### config.mk
export PLATFORM = sky130hd
export DESIGN_NAME = vp_cfg_sched
export DESIGN_NICKNAME = d
export VERILOG_FILES = /design/src/rtl/vp_pkg.sv /design/src/rtl/vp_cfg_check.sv /design/src/rtl/vp_cfg_sched.sv
export SDC_FILE = /design/constraint.sdc
export NUM_CORES = 1
export LEC_CHECK = 0
export ABC_CLOCK_PERIOD_IN_PS = 11900
export CAP_MARGIN = 20
export CORE_MARGIN = 2
export CORE_UTILIZATION = 45
export DETAILED_ROUTE_END_ITERATION = 16
export HOLD_SLACK_MARGIN = 0.06
export PLACE_DENSITY = 0.74
export SLEW_MARGIN = 15
export SYNTH_ARGS = -nofsm -noshare
export SYNTH_HDL_FRONTEND = slang
export SYNTH_SLANG_ARGS = --single-unit
export TNS_END_PERCENT = 20
### constraint.sdc
create_clock -name clk -period 11.9 [get_ports clk]
set_input_delay 1.19 -clock clk [delete_from_list [all_inputs] [get_ports clk]]
set_output_delay 1.19 -clock clk [all_outputs]
set_load 0.005 [all_outputs]
### src/rtl/vp_pkg.sv
// Shared definitions for the video-process configuration scheduler:
// VP_CR field layout, coordinate field positions, mode encodings, FSM states
// and reset defaults.
package vp_pkg;

  // Bit position of the X and Y fields inside VP_START/VP_END/VP_SCALER.
  localparam int FIELD_X_LSB = 0;
  localparam int FIELD_Y_LSB = 16;

  // Filler source select, VP_CR[31:30].
  typedef enum logic [1:0] {
    FILL_SCALER = 2'b00,
    FILL_EDGE   = 2'b01,
    FILL_BIN    = 2'b10,
    FILL_BYPASS = 2'b11
  } filler_mode_e;

  // Pre-filter select, VP_CR[1:0].
  typedef enum logic [1:0] {
    FILT_BYPASS = 2'b00,
    FILT_MEAN   = 2'b01,
    FILT_MEDIAN = 2'b10,
    FILT_GAUSS  = 2'b11
  } filter_mode_e;

  // VP_CR layout, MSB first.
  typedef struct packed {
    filler_mode_e filler_mode;  // [31:30]
    logic [13:0]  rsvd_hi;      // [29:16]
    logic [7:0]   threshold;    // [15:8]
    logic         rsvd_lo;      // [7]
    logic         binarizer_en; // [6]
    logic         edge_en;      // [5]
    logic         color_en;     // [4]
    logic         scaler_en;    // [3]
    logic         cutter_en;    // [2]
    filter_mode_e filter_mode;  // [1:0]
  } vp_cr_t;

  typedef enum logic [1:0] {
    IDLE  = 2'd0,
    APPLY = 2'd1,
    FLUSH = 2'd2
  } state_e;

  // Filler bypassed, scaler enabled, everything else off.
  localparam logic [31:0] CR_RESET = 32'hC000_0008;

endpackage

### src/rtl/vp_cfg_check.sv
// Combinational validator for a VP configuration set. Reports whether the
// crop window and scaler output size are legal and produces the
// "resolution minus 1" values each stage is programmed with.
module vp_cfg_check
  import vp_pkg::*;
#(
  parameter int H_DISP = 1280,
  parameter int V_DISP = 720,
  parameter int X_W    = 11,
  parameter int Y_W    = 11
) (
  input  logic [X_W-1:0] start_x_i,
  input  logic [Y_W-1:0] start_y_i,
  input  logic [X_W-1:0] end_x_i,
  input  logic [Y_W-1:0] end_y_i,
  input  logic [X_W-1:0] out_x_i,
  input  logic [Y_W-1:0] out_y_i,
  output logic           valid_o,
  output logic [X_W-1:0] in_x_res_o,
  output logic [Y_W-1:0] in_y_res_o,
  output logic [X_W-1:0] out_x_res_o,
  output logic [Y_W-1:0] out_y_res_o
);

  localparam logic [X_W-1:0] H_MAX = X_W'(H_DISP);
  localparam logic [Y_W-1:0] V_MAX = Y_W'(V_DISP);

  logic win_ok;
  logic out_ok;

  // Window must be non-empty and inside the frame; output size 1..max.
  always_comb begin
    win_ok  = (start_x_i < end_x_i) && (end_x_i <= H_MAX) &&
              (start_y_i < end_y_i) && (end_y_i <= V_MAX);
    out_ok  = (out_x_i != '0) && (out_x_i <= H_MAX) &&
              (out_y_i != '0) && (out_y_i <= V_MAX);
    valid_o = win_ok && out_ok;
  end

  // Derived values wrap at the field width; a valid set never underflows.
  always_comb begin
    in_x_res_o  = end_x_i - start_x_i - X_W'(1);
    in_y_res_o  = end_y_i - start_y_i - Y_W'(1);
    out_x_res_o = out_x_i - X_W'(1);
    out_y_res_o = out_y_i - Y_W'(1);
  end

endmodule

### src/rtl/vp_cfg_sched.sv
// Frame-synchronous configuration scheduler for the VP chain. Software writes
// land in a pending set; the set is validated and committed to the active
// registers only on a vsync rising edge, then the output is muted for a
// number of frames so downstream pipelines and line buffers can flush.
module vp_cfg_sched
  import vp_pkg::*;
#(
  parameter int H_DISP       = 1280,
  parameter int V_DISP       = 720,
  parameter int X_W          = 11,
  parameter int Y_W          = 11,
  parameter int FLUSH_FRAMES = 2
) (
  input  logic           clk,
  input  logic           rst,
  input  logic           cfg_wr,
  input  logic [31:0]    cfg_cr,
  input  logic [31:0]    cfg_start,
  input  logic [31:0]    cfg_end,
  input  logic [31:0]    cfg_scaler,
  input  logic           vs_in,
  output logic [31:0]    act_cr,
  output logic [X_W-1:0] start_x,
  output logic [Y_W-1:0] start_y,
  output logic [X_W-1:0] end_x,
  output logic [Y_W-1:0] end_y,
  output logic [X_W-1:0] in_x_res,
  output logic [Y_W-1:0] in_y_res,
  output logic [X_W-1:0] out_x_res,
  output logic [Y_W-1:0] out_y_res,
  output logic           filler_en,
  output logic           mute,
  output logic [31:0]    status
);

  localparam logic [X_W-1:0] H_MAX     = X_W'(H_DISP);
  localparam logic [Y_W-1:0] V_MAX     = Y_W'(V_DISP);
  localparam logic [3:0]     FLUSH_CNT = 4'(FLUSH_FRAMES);

  // ---------------------------------------------------------------------------
  // Declarations
  // ---------------------------------------------------------------------------
  state_e          state_q, state_d;

  logic            vs_q, vs_rise_q;

  vp_cr_t          pend_cr_q;
  logic [X_W-1:0]  pend_sx_q, pend_ex_q, pend_ox_q;
  logic [Y_W-1:0]  pend_sy_q, pend_ey_q, pend_oy_q;
  logic            pending_q, pending_d;

  vp_cr_t          act_cr_q;
  logic [X_W-1:0]  act_sx_q, act_ex_q, in_x_res_q, out_x_res_q;
  logic [Y_W-1:0]  act_sy_q, act_ey_q, in_y_res_q, out_y_res_q;
  logic            filler_en_q;

  logic            mute_q, mute_d;
  logic            err_q, err_d;
  logic [3:0]      flush_cnt_q, flush_cnt_d;
  logic [15:0]     commit_cnt_q, commit_cnt_d;

  logic            commit, reject, flush_dec, flush_last;

  logic            chk_valid;
  logic [X_W-1:0]  chk_in_x_res, chk_out_x_res;
  logic [Y_W-1:0]  chk_in_y_res, chk_out_y_res;

  // Register fields outside the X/Y coordinate slices carry no meaning.
  logic            unused_cfg_bits;
  assign unused_cfg_bits = ^{cfg_start[31:FIELD_Y_LSB+Y_W],
                             cfg_start[FIELD_Y_LSB-1:FIELD_X_LSB+X_W],
                             cfg_end[31:FIELD_Y_LSB+Y_W],
                             cfg_end[FIELD_Y_LSB-1:FIELD_X_LSB+X_W],
                             cfg_scaler[31:FIELD_Y_LSB+Y_W],
                             cfg_scaler[FIELD_Y_LSB-1:FIELD_X_LSB+X_W]};

  // ---------------------------------------------------------------------------
  // Frame boundary detection
  // ---------------------------------------------------------------------------
  // Registered vsync rising-edge pulse; vs_q resets high so a vsync already
  // asserted at reset release is not mistaken for a new frame.
  // NOTE: sequential state is updated with non-blocking assignments so every
  // flop samples pre-edge values regardless of block ordering.
  always_ff @(posedge clk or posedge rst) begin
    if (rst) begin
      vs_q      <= 1'b1;
      vs_rise_q <= 1'b0;
    end else begin
      vs_q      <= vs_in;
      vs_rise_q <= vs_in & ~vs_q;
    end
  end

  // ---------------------------------------------------------------------------
  // Pending set: every write overwrites it, so the last write before a frame
  // boundary wins.
  // ---------------------------------------------------------------------------
  // Capture the four configuration words on each software strobe.
  always_ff @(posedge clk or posedge rst) begin
    if (rst) begin
      pend_cr_q <= '0;
      pend_sx_q <= '0;
      pend_sy_q <= '0;
      pend_ex_q <= '0;
      pend_ey_q <= '0;
      pend_ox_q <= '0;
      pend_oy_q <= '0;
    end else if (cfg_wr) begin
      pend_cr_q <= vp_cr_t'(cfg_cr);
      pend_sx_q <= cfg_start[FIELD_X_LSB +: X_W];
      pend_sy_q <= cfg_start[FIELD_Y_LSB +: Y_W];
      pend_ex_q <= cfg_end[FIELD_X_LSB +: X_W];
      pend_ey_q <= cfg_end[FIELD_Y_LSB +: Y_W];
      pend_ox_q <= cfg_scaler[FIELD_X_LSB +: X_W];
      pend_oy_q <= cfg_scaler[FIELD_Y_LSB +: Y_W];
    end
  end

  vp_cfg_check #(
    .H_DISP (H_DISP),
    .V_DISP (V_DISP),
    .X_W    (X_W),
    .Y_W    (Y_W)
  ) u_check (
    .start_x_i   (pend_sx_q),
    .start_y_i   (pend_sy_q),
    .end_x_i     (pend_ex_q),
    .end_y_i     (pend_ey_q),
    .out_x_i     (pend_ox_q),
    .out_y_i     (pend_oy_q),
    .valid_o     (chk_valid),
    .in_x_res_o  (chk_in_x_res),
    .in_y_res_o  (chk_in_y_res),
    .out_x_res_o (chk_out_x_res),
    .out_y_res_o (chk_out_y_res)
  );

  // ---------------------------------------------------------------------------
  // Scheduler FSM
  // ---------------------------------------------------------------------------
  // State register.
  always_ff @(posedge clk or posedge rst) begin
    if (rst) state_q <= IDLE;
    else     state_q <= state_d;
  end

  // Next state: commit only from IDLE; a new set arriving during FLUSH waits
  // for the first frame boundary after the flush completes.
  // NOTE: every combinational output gets a default first so no path leaves
  // it unassigned and no latch is inferred.
  always_comb begin
    state_d = state_q;
    unique case (state_q)
      IDLE:    if (vs_rise_q && pending_q) state_d = APPLY;
      APPLY:   state_d = chk_valid ? FLUSH : IDLE;
      FLUSH:   if (vs_rise_q && (flush_cnt_q == 4'd1)) state_d = IDLE;
      default: state_d = IDLE;
    endcase
  end

  // FSM outputs: single-cycle commit/reject decisions and flush countdown.
  always_comb begin
    commit    = 1'b0;
    reject    = 1'b0;
    flush_dec = 1'b0;
    unique case (state_q)
      APPLY: begin
        commit = chk_valid;
        reject = ~chk_valid;
      end
      FLUSH:   flush_dec = vs_rise_q;
      default: ;
    endcase
  end

  assign flush_last = flush_dec && (flush_cnt_q == 4'd1);

  // ---------------------------------------------------------------------------
  // Control state
  // ---------------------------------------------------------------------------
  // Next values for pending/mute/error/counters; a write in the APPLY cycle
  // takes priority over the clear so that write is not lost.
  always_comb begin
    pending_d    = pending_q;
    mute_d       = mute_q;
    err_d        = err_q;
    flush_cnt_d  = flush_cnt_q;
    commit_cnt_d = commit_cnt_q;

    if (state_q == APPLY) pending_d = 1'b0;
    if (cfg_wr)           pending_d = 1'b1;

    if (commit) begin
      mute_d       = 1'b1;
      err_d        = 1'b0;
      flush_cnt_d  = FLUSH_CNT;
      commit_cnt_d = commit_cnt_q + 16'd1;
    end else if (flush_dec) begin
      flush_cnt_d = flush_cnt_q - 4'd1;
      if (flush_last) mute_d = 1'b0;
    end

    if (reject) err_d = 1'b1;
  end

  // Control registers.
  always_ff @(posedge clk or posedge rst) begin
    if (rst) begin
      pending_q    <= 1'b0;
      mute_q       <= 1'b0;
      err_q        <= 1'b0;
      flush_cnt_q  <= '0;
      commit_cnt_q <= '0;
    end else begin
      pending_q    <= pending_d;
      mute_q       <= mute_d;
      err_q        <= err_d;
      flush_cnt_q  <= flush_cnt_d;
      commit_cnt_q <= commit_cnt_d;
    end
  end

  // ---------------------------------------------------------------------------
  // Active set: loaded only on a validated commit.
  // ---------------------------------------------------------------------------
  // Copy the pending set and its derived values into the active registers.
  always_ff @(posedge clk or posedge rst) begin
    if (rst) begin
      act_cr_q    <= vp_cr_t'(CR_RESET);
      act_sx_q    <= '0;
      act_sy_q    <= '0;
      act_ex_q    <= H_MAX;
      act_ey_q    <= V_MAX;
      in_x_res_q  <= H_MAX - X_W'(1);
      in_y_res_q  <= V_MAX - Y_W'(1);
      out_x_res_q <= H_MAX - X_W'(1);
      out_y_res_q <= V_MAX - Y_W'(1);
      filler_en_q <= 1'b0;
    end else if (commit) begin
      act_cr_q    <= pend_cr_q;
      act_sx_q    <= pend_sx_q;
      act_sy_q    <= pend_sy_q;
      act_ex_q    <= pend_ex_q;
      act_ey_q    <= pend_ey_q;
      in_x_res_q  <= chk_in_x_res;
      in_y_res_q  <= chk_in_y_res;
      out_x_res_q <= chk_out_x_res;
      out_y_res_q <= chk_out_y_res;
      filler_en_q <= (pend_cr_q.filler_mode == FILL_SCALER) && (pend_ox_q < H_MAX);
    end
  end

  // ---------------------------------------------------------------------------
  // Outputs
  // ---------------------------------------------------------------------------
  assign act_cr    = act_cr_q;
  assign start_x   = act_sx_q;
  assign start_y   = act_sy_q;
  assign end_x     = act_ex_q;
  assign end_y     = act_ey_q;
  assign in_x_res  = in_x_res_q;
  assign in_y_res  = in_y_res_q;
  assign out_x_res = out_x_res_q;
  assign out_y_res = out_y_res_q;
  assign filler_en = filler_en_q;
  assign mute      = mute_q;
  assign status    = {commit_cnt_q, 8'h00, flush_cnt_q,
                      (state_q != IDLE), mute_q, err_q, pending_q};

endmodule
### After elaboration in Yosys (flattened, before gate mapping)

Cells that the tools add are included.

| cells by class | value |
|---|---|
| add/sub/neg operators | 8 |
| multipliers | 0 |
| div/mod/pow operators | 0 |
| magnitude comparators | 7 |
| eq/ne operators | 5 |
| shifts and indexed selects | 0 |
| mux-type cells | 16 |
| bitwise gates (word level) | 3 |
| reductions and logical operators | 22 |

Operator list:

| cell | number |
|---|---|
| 11-bit by 1-bit subtractor with 11-bit output, second input constant | 4 |
| 11-bit by 10-bit less-or-equal comparator with 1-bit output, second input constant | 2 |
| 11-bit less-or-equal comparator, second input constant | 2 |
| 11-bit less-than comparator | 2 |
| 11-bit nonzero test | 2 |
| 11-bit subtractor | 2 |
| 16-bit by 1-bit adder with 16-bit output, second input constant | 1 |
| 1-bit logical AND | 11 |
| 11-bit less-than comparator, second input constant | 1 |
| 1-bit two-way mux | 10 |
| 2-bit nonzero test | 5 |
| 4-bit two-way mux | 2 |
| 2-bit two-way mux | 3 |
| 2-bit one-hot mux with 3 select lines | 1 |
| 4-bit by 1-bit == test with 1-bit output, second input constant | 1 |
| 2-bit logical NOT | 2 |
| 2-bit != test, second input constant | 2 |
| 2-bit AND reduction | 2 |
| 4-bit by 1-bit subtractor with 4-bit output, second input constant | 1 |
| 2-bit by 1-bit == test with 1-bit output, second input constant | 1 |
| 2-bit == test, second input constant | 1 |
| 1-bit NOT | 2 |
| 1-bit AND | 1 |

| storage, ports and cells | value |
|---|---|
| register bits | 246 |
| latch bits | 0 |
| bits in writable memories | 0 |
| bits in read-only memories | 0 |
| input port bits | 132 |
| output and inout port bits | 154 |
| word-level logic and storage cells | 104 |
| memories kept | 0 |

### Longest topological paths before layout

| depth | value |
|---|---|
| depth after elaboration | 8 |
| depth in mapped cells | 12 |
| depth with buffers taken out | 10 |

### Hierarchy

A second synthesis with hierarchy kept.

| second synthesis, totals | value |
|---|---|
| cell total of the unflattened synthesis | 1119 |
| area, all modules | 11418.5 µm² |

Modules (own cells, without submodules):

| module | times used | cells each | area each (µm²) | sequential area each (µm²) |
|---|---|---|---|---|
| vp_cfg_sched | 1 | 836 | 9457.8 | 6208.5 |
| vp_cfg_check | 1 | 283 | 1960.6 | 0.0 |

### Worst setup path after synthesis

No wires, ideal clock.

| timing | value |
|---|---|
| path kind | input-to-reg |
| start point | in cfg_wr |
| end point | reg pend_cr_q[27] (netlist bit) |
| library setup time | 0.125 ns |
| arrival time | 2.411 ns |
| data required time | 11.775 ns |
| path slack | 9.364 ns |
| cell stages on the path | 4 |
| buffers on the path | 3 |
| cells stage by stage | clkbuf_1 > clkbuf_1 > clkbuf_1 > mux2_2 |

RTL lines:

| what | line | text |
|---|---|---|
| from (decl) | vp_cfg_sched.sv:16 | `input logic cfg_wr,` |
| to (signal assigned) | vp_cfg_sched.sv:109 | `pend_cr_q <= vp_cr_t'(cfg_cr);` |
| to (decl) | vp_cfg_sched.sv:47 | `vp_cr_t pend_cr_q;` |

No word-level cell between the ends.

### Worst setup path in the final report

| timing | value |
|---|---|
| start point | reg pend_sy_q[2] |
| end point | reg act_cr_q, in the netlist act_cr[17] |

| on the way | value |
|---|---|
| cells in the longest elaborated chain, start to end | 5 |

Ends and longest elaborated chain:

| what | line | text |
|---|---|---|
| from (decl) | vp_cfg_sched.sv:49 | `logic [Y_W-1:0] pend_sy_q, pend_ey_q, pend_oy_q;` |
| from (signal assigned) | vp_cfg_sched.sv:111 | `pend_sy_q <= cfg_start[FIELD_Y_LSB +: Y_W];` |
| 11-bit less-than comparator | vp_cfg_check.sv:34 | `(start_y_i < end_y_i) && (end_y_i <= V_MAX);` |
| 1-bit logical AND | vp_cfg_check.sv:33 | `win_ok = (start_x_i < end_x_i) && (end_x_i <= H_MAX) &&` |
| 1-bit logical AND | vp_cfg_check.sv:34 |  |
| 1-bit logical AND | vp_cfg_check.sv:37 | `valid_o = win_ok && out_ok;` |
| 1-bit two-way mux | vp_cfg_sched.sv:166 | `unique case (state_q)` |
| to (signal assigned) | vp_cfg_sched.sv:229 | `act_cr_q <= vp_cr_t'(CR_RESET);` |
| to (signal assigned) | vp_cfg_sched.sv:240 | `act_cr_q <= pend_cr_q;` |
| to (decl) | vp_cfg_sched.sv:52 | `vp_cr_t act_cr_q;` |

No other way between the ends.
A chain may end at the register's enable or synchronous reset.

==> reports/metrics.cfg <==
[cells_and_area]
n_antenna_cell=0
drive_above_1_share=0.209
area_growth_pct=31.9
final_nets=1341

[sta]
setup_viol=0
maxSlewViolCount=0
final_hold_viol_count=0
period_share=0.287
maxSlewHeadroom=0.345
finalSetupTns_ns=0
grt_setup_unrepaired=false
fin_skew_ns=0.00695
finalCriticalPeriod_ns=3.42
clock.fmax_ghz=0.293
worst_pin_slew_ns=0.982
whs_ns=0.471

[setup_path]
end_kind=flop
critPathLaunchType=flop
regToRegStartpoint=pend_sy_q[2]
r2r_end=act_cr[17]
r2r_cells=9
required_ns=12.30
cp.arrival_ns=3.82
cp-startpoint=pend_sy_q[2]
endpoint=act_cr[17]
r2r_slack_ns=8.48
path_max_fanout=84
setup.worst_path.class=flop to flop

[synth]
ys_seq_elements=246
async_flop_share=1.00
netlist_instances=920
synthDistinctLibCells=46
synth_ff_type=dfrtp_1
syn-cell-area_um2=11100
yosys_warnings=0
synth_edf_count=0
ys_seq_area_frac=0.558
avgSynthCellArea_um2=12.1

[die]
ios=286
start_util=0.457
die_area_um2=26000
die_height_um=161
dieWidth_um=161
core_um2=24300
row_count=57

[pwr]
power.density_nw_per_um2=167
ir_worst_vdd_mv=0.133
power.leakage_nw=6.48

[global_routing]
grt_pass1_vias=7822
grt-ovfl-total=0
grt_pass1_wl_um=41900
grt_max_degree=101
antenna_found_initial=2
grt.total_usage=0.198

[routing]
drc=0
via_per_inst=5.06
antenna_left=0
num_vias=7615
wl_um=25800
drtIter0Drc=342
wire_per_inst_um=17.1
firstDrtPassIters=4

[cts]
clock_latency_ns=0.52
postCtsSetupBuffers=0
clock_path_buffers=3
cts_buffers=27
clkSinkCount=246
cts-resized-gates=0
cts.clk_slew.worst_paths_ns=0.06
root_buffer=clkbuf_16
cts_hold_buffers=0
h-tree-depth=1
cts_tree=yes

[min_path]
min_path_type=flop to flop

[placed_design]
portBuffers=247
gp_congestion=0.828
hpwl_um=18100

[flow_run]
maxCapViolations=0

[status]
status=complete, no violations

-- metal layers --
metal | GRT usage | up-vias | wire length (um)
li1 | - | 3627 | -
met1 | 0.267 | 3730 | 11400
met2 | 0.322 | 211 | 11900
met3 | 0.0565 | 45 | 1930
met4 | 0.0438 | 2 | 595
met5 | 0 | - | 10
-- where the power goes --
part	internal (W)	switching [W]	leakage, nW
sequential	0.000997	0.0000909	3.04
combinational	0.000342	0.000216	3.01
clock	0.000474	0.000329	0.420
total	0.00181	0.000636	6.48
-- sequential cells by signal, summed over array words and instances, names as in the netlist, 2 cells and up --
name	flops
act_cr	32
commit_cnt_q	16
end_x	11
end_y	11
flush_cnt_q	4
in_x_res	11
in_y_res	11
out_x_res	11
out_y_res	11
pend_cr_q	32
pend_ex_q	11
pend_ey_q	11
pend_ox_q	11
pend_oy_q	11
pend_sx_q	11
pend_sy_q	11
start_x	11
start_y	11
state_q	2
-- cells by family (layout without fill, tap and decap cells) --
logic type	after synthesis	count (layout)	share of synthesized area
AND/OR/NAND/NOR	182	182	0.0793
buffers and inverters	103	356	0.0417
AO/OA/AOI/OAI	138	138	0.0718
multiplexers	152	152	0.154
flip-flops	246	246	0.558
other	1	8	0.000337
adder cells (fa/ha/maj)	48	48	0.0554
XOR/XNOR	50	50	0.0394
-- cell type report --
type	count	area [um2]
clock inverters	10	82.6
inverters	56	218
repair buffers	252	2510
fillers	2026	9650
well taps	324	405
clock buffers	38	777
multi-input cells	578	4470
flip-flops and latches	246	6210
-- worst min-delay path by stage --
stage	cells past startpoint	to	from	slack, ns
2_1_floorplan	2	out_x_res[1]	out_x_res[1]	0.45
3_3_place_gp	2	out_x_res[1]	out_x_res[1]	0.46
3_5_place_dp	2	out_x_res[1]	out_x_res[1]	0.46
4_1_cts	2	out_x_res[1]	out_x_res[1]	0.47
5_1_grt	2	out_x_res[1]	out_x_res[1]	0.49
6_report	2	out_x_res[1]	out_x_res[1]	0.47
-- cell usage in the layout (no fill, tap or decap), types with 3 or more instances in the layout --
master | synthesis | final
nand2_1 | 64 | 64
a31oi_1 | 4 | 4
clkbuf_8 | 0 | 6
mux2_2 | 150 | 150
nand3_1 | 15 | 15
conb_1 | 1 | 8
o21ai_0 | 57 | 57
dfrtp_1 | 204 | 204
inv_1 | 56 | 55
ha_1 | 46 | 46
nor2b_1 | 6 | 6
clkbuf_1 | 19 | 5
xnor2_1 | 42 | 42
o21a_1 | 4 | 4
buf_4 | 17 | 6
and3_1 | 6 | 6
dfstp_2 | 42 | 42
nand4_1 | 12 | 12
a21o_1 | 6 | 6
nand2b_1 | 3 | 3
a211oi_1 | 4 | 4
clkinv_2 | 0 | 6
clkdlybuf4s50_1 | 0 | 246
xor2_1 | 8 | 8
o21bai_1 | 5 | 5
clkbuf_16 | 0 | 27
nor3_1 | 10 | 10
o211ai_1 | 4 | 4
a21oi_1 | 41 | 41
o31ai_1 | 3 | 3
nor2_1 | 47 | 47
nor4_1 | 7 | 7
clkinvlp_4 | 0 | 3
-- cells in the mapped netlist (12+ instances only) --
cell      number  area, um2
a21oi_1       41        205
xnor2_1       42        368
dfstp_2       42       1100
clkbuf_1      19       71.3
inv_1         56        210
nand3_1       15       75.1
nor2_1        47        176
dfrtp_1      204       5100
buf_4         17        128
ha_1          46        576
mux2_2       150       1690
nand4_1       12       75.1
o21ai_0       57        285
nand2_1       64        240
-- critical path, stage by stage (launching register included) --
cell	delay, ns
dfrtp_1	0.39
inv_1	0.07
ha_1	0.37
o21ai_0	0.19
a21oi_1	0.07
o31ai_1	0.27
a21oi_1	0.30
nor4_4	0.36
buf_4	0.77
mux2_2	0.42
-- through the flow --
step                cells  worst slack (ns)  instance area, um2  total power, W   util
CTS                  1504              8.29               14700         0.00248  0.603
finish               1504              8.48               14700         0.00245  0.603
detailed placement   1456              7.73               13800         0.00166  0.568
floorplan             927              4.02               11100         0.00134      -
global placement     1456              7.78               13800         0.00165  0.568
global route         1504              8.00               14700         0.00259  0.603
Note: power is estimated with default switching activity, not from simulation.
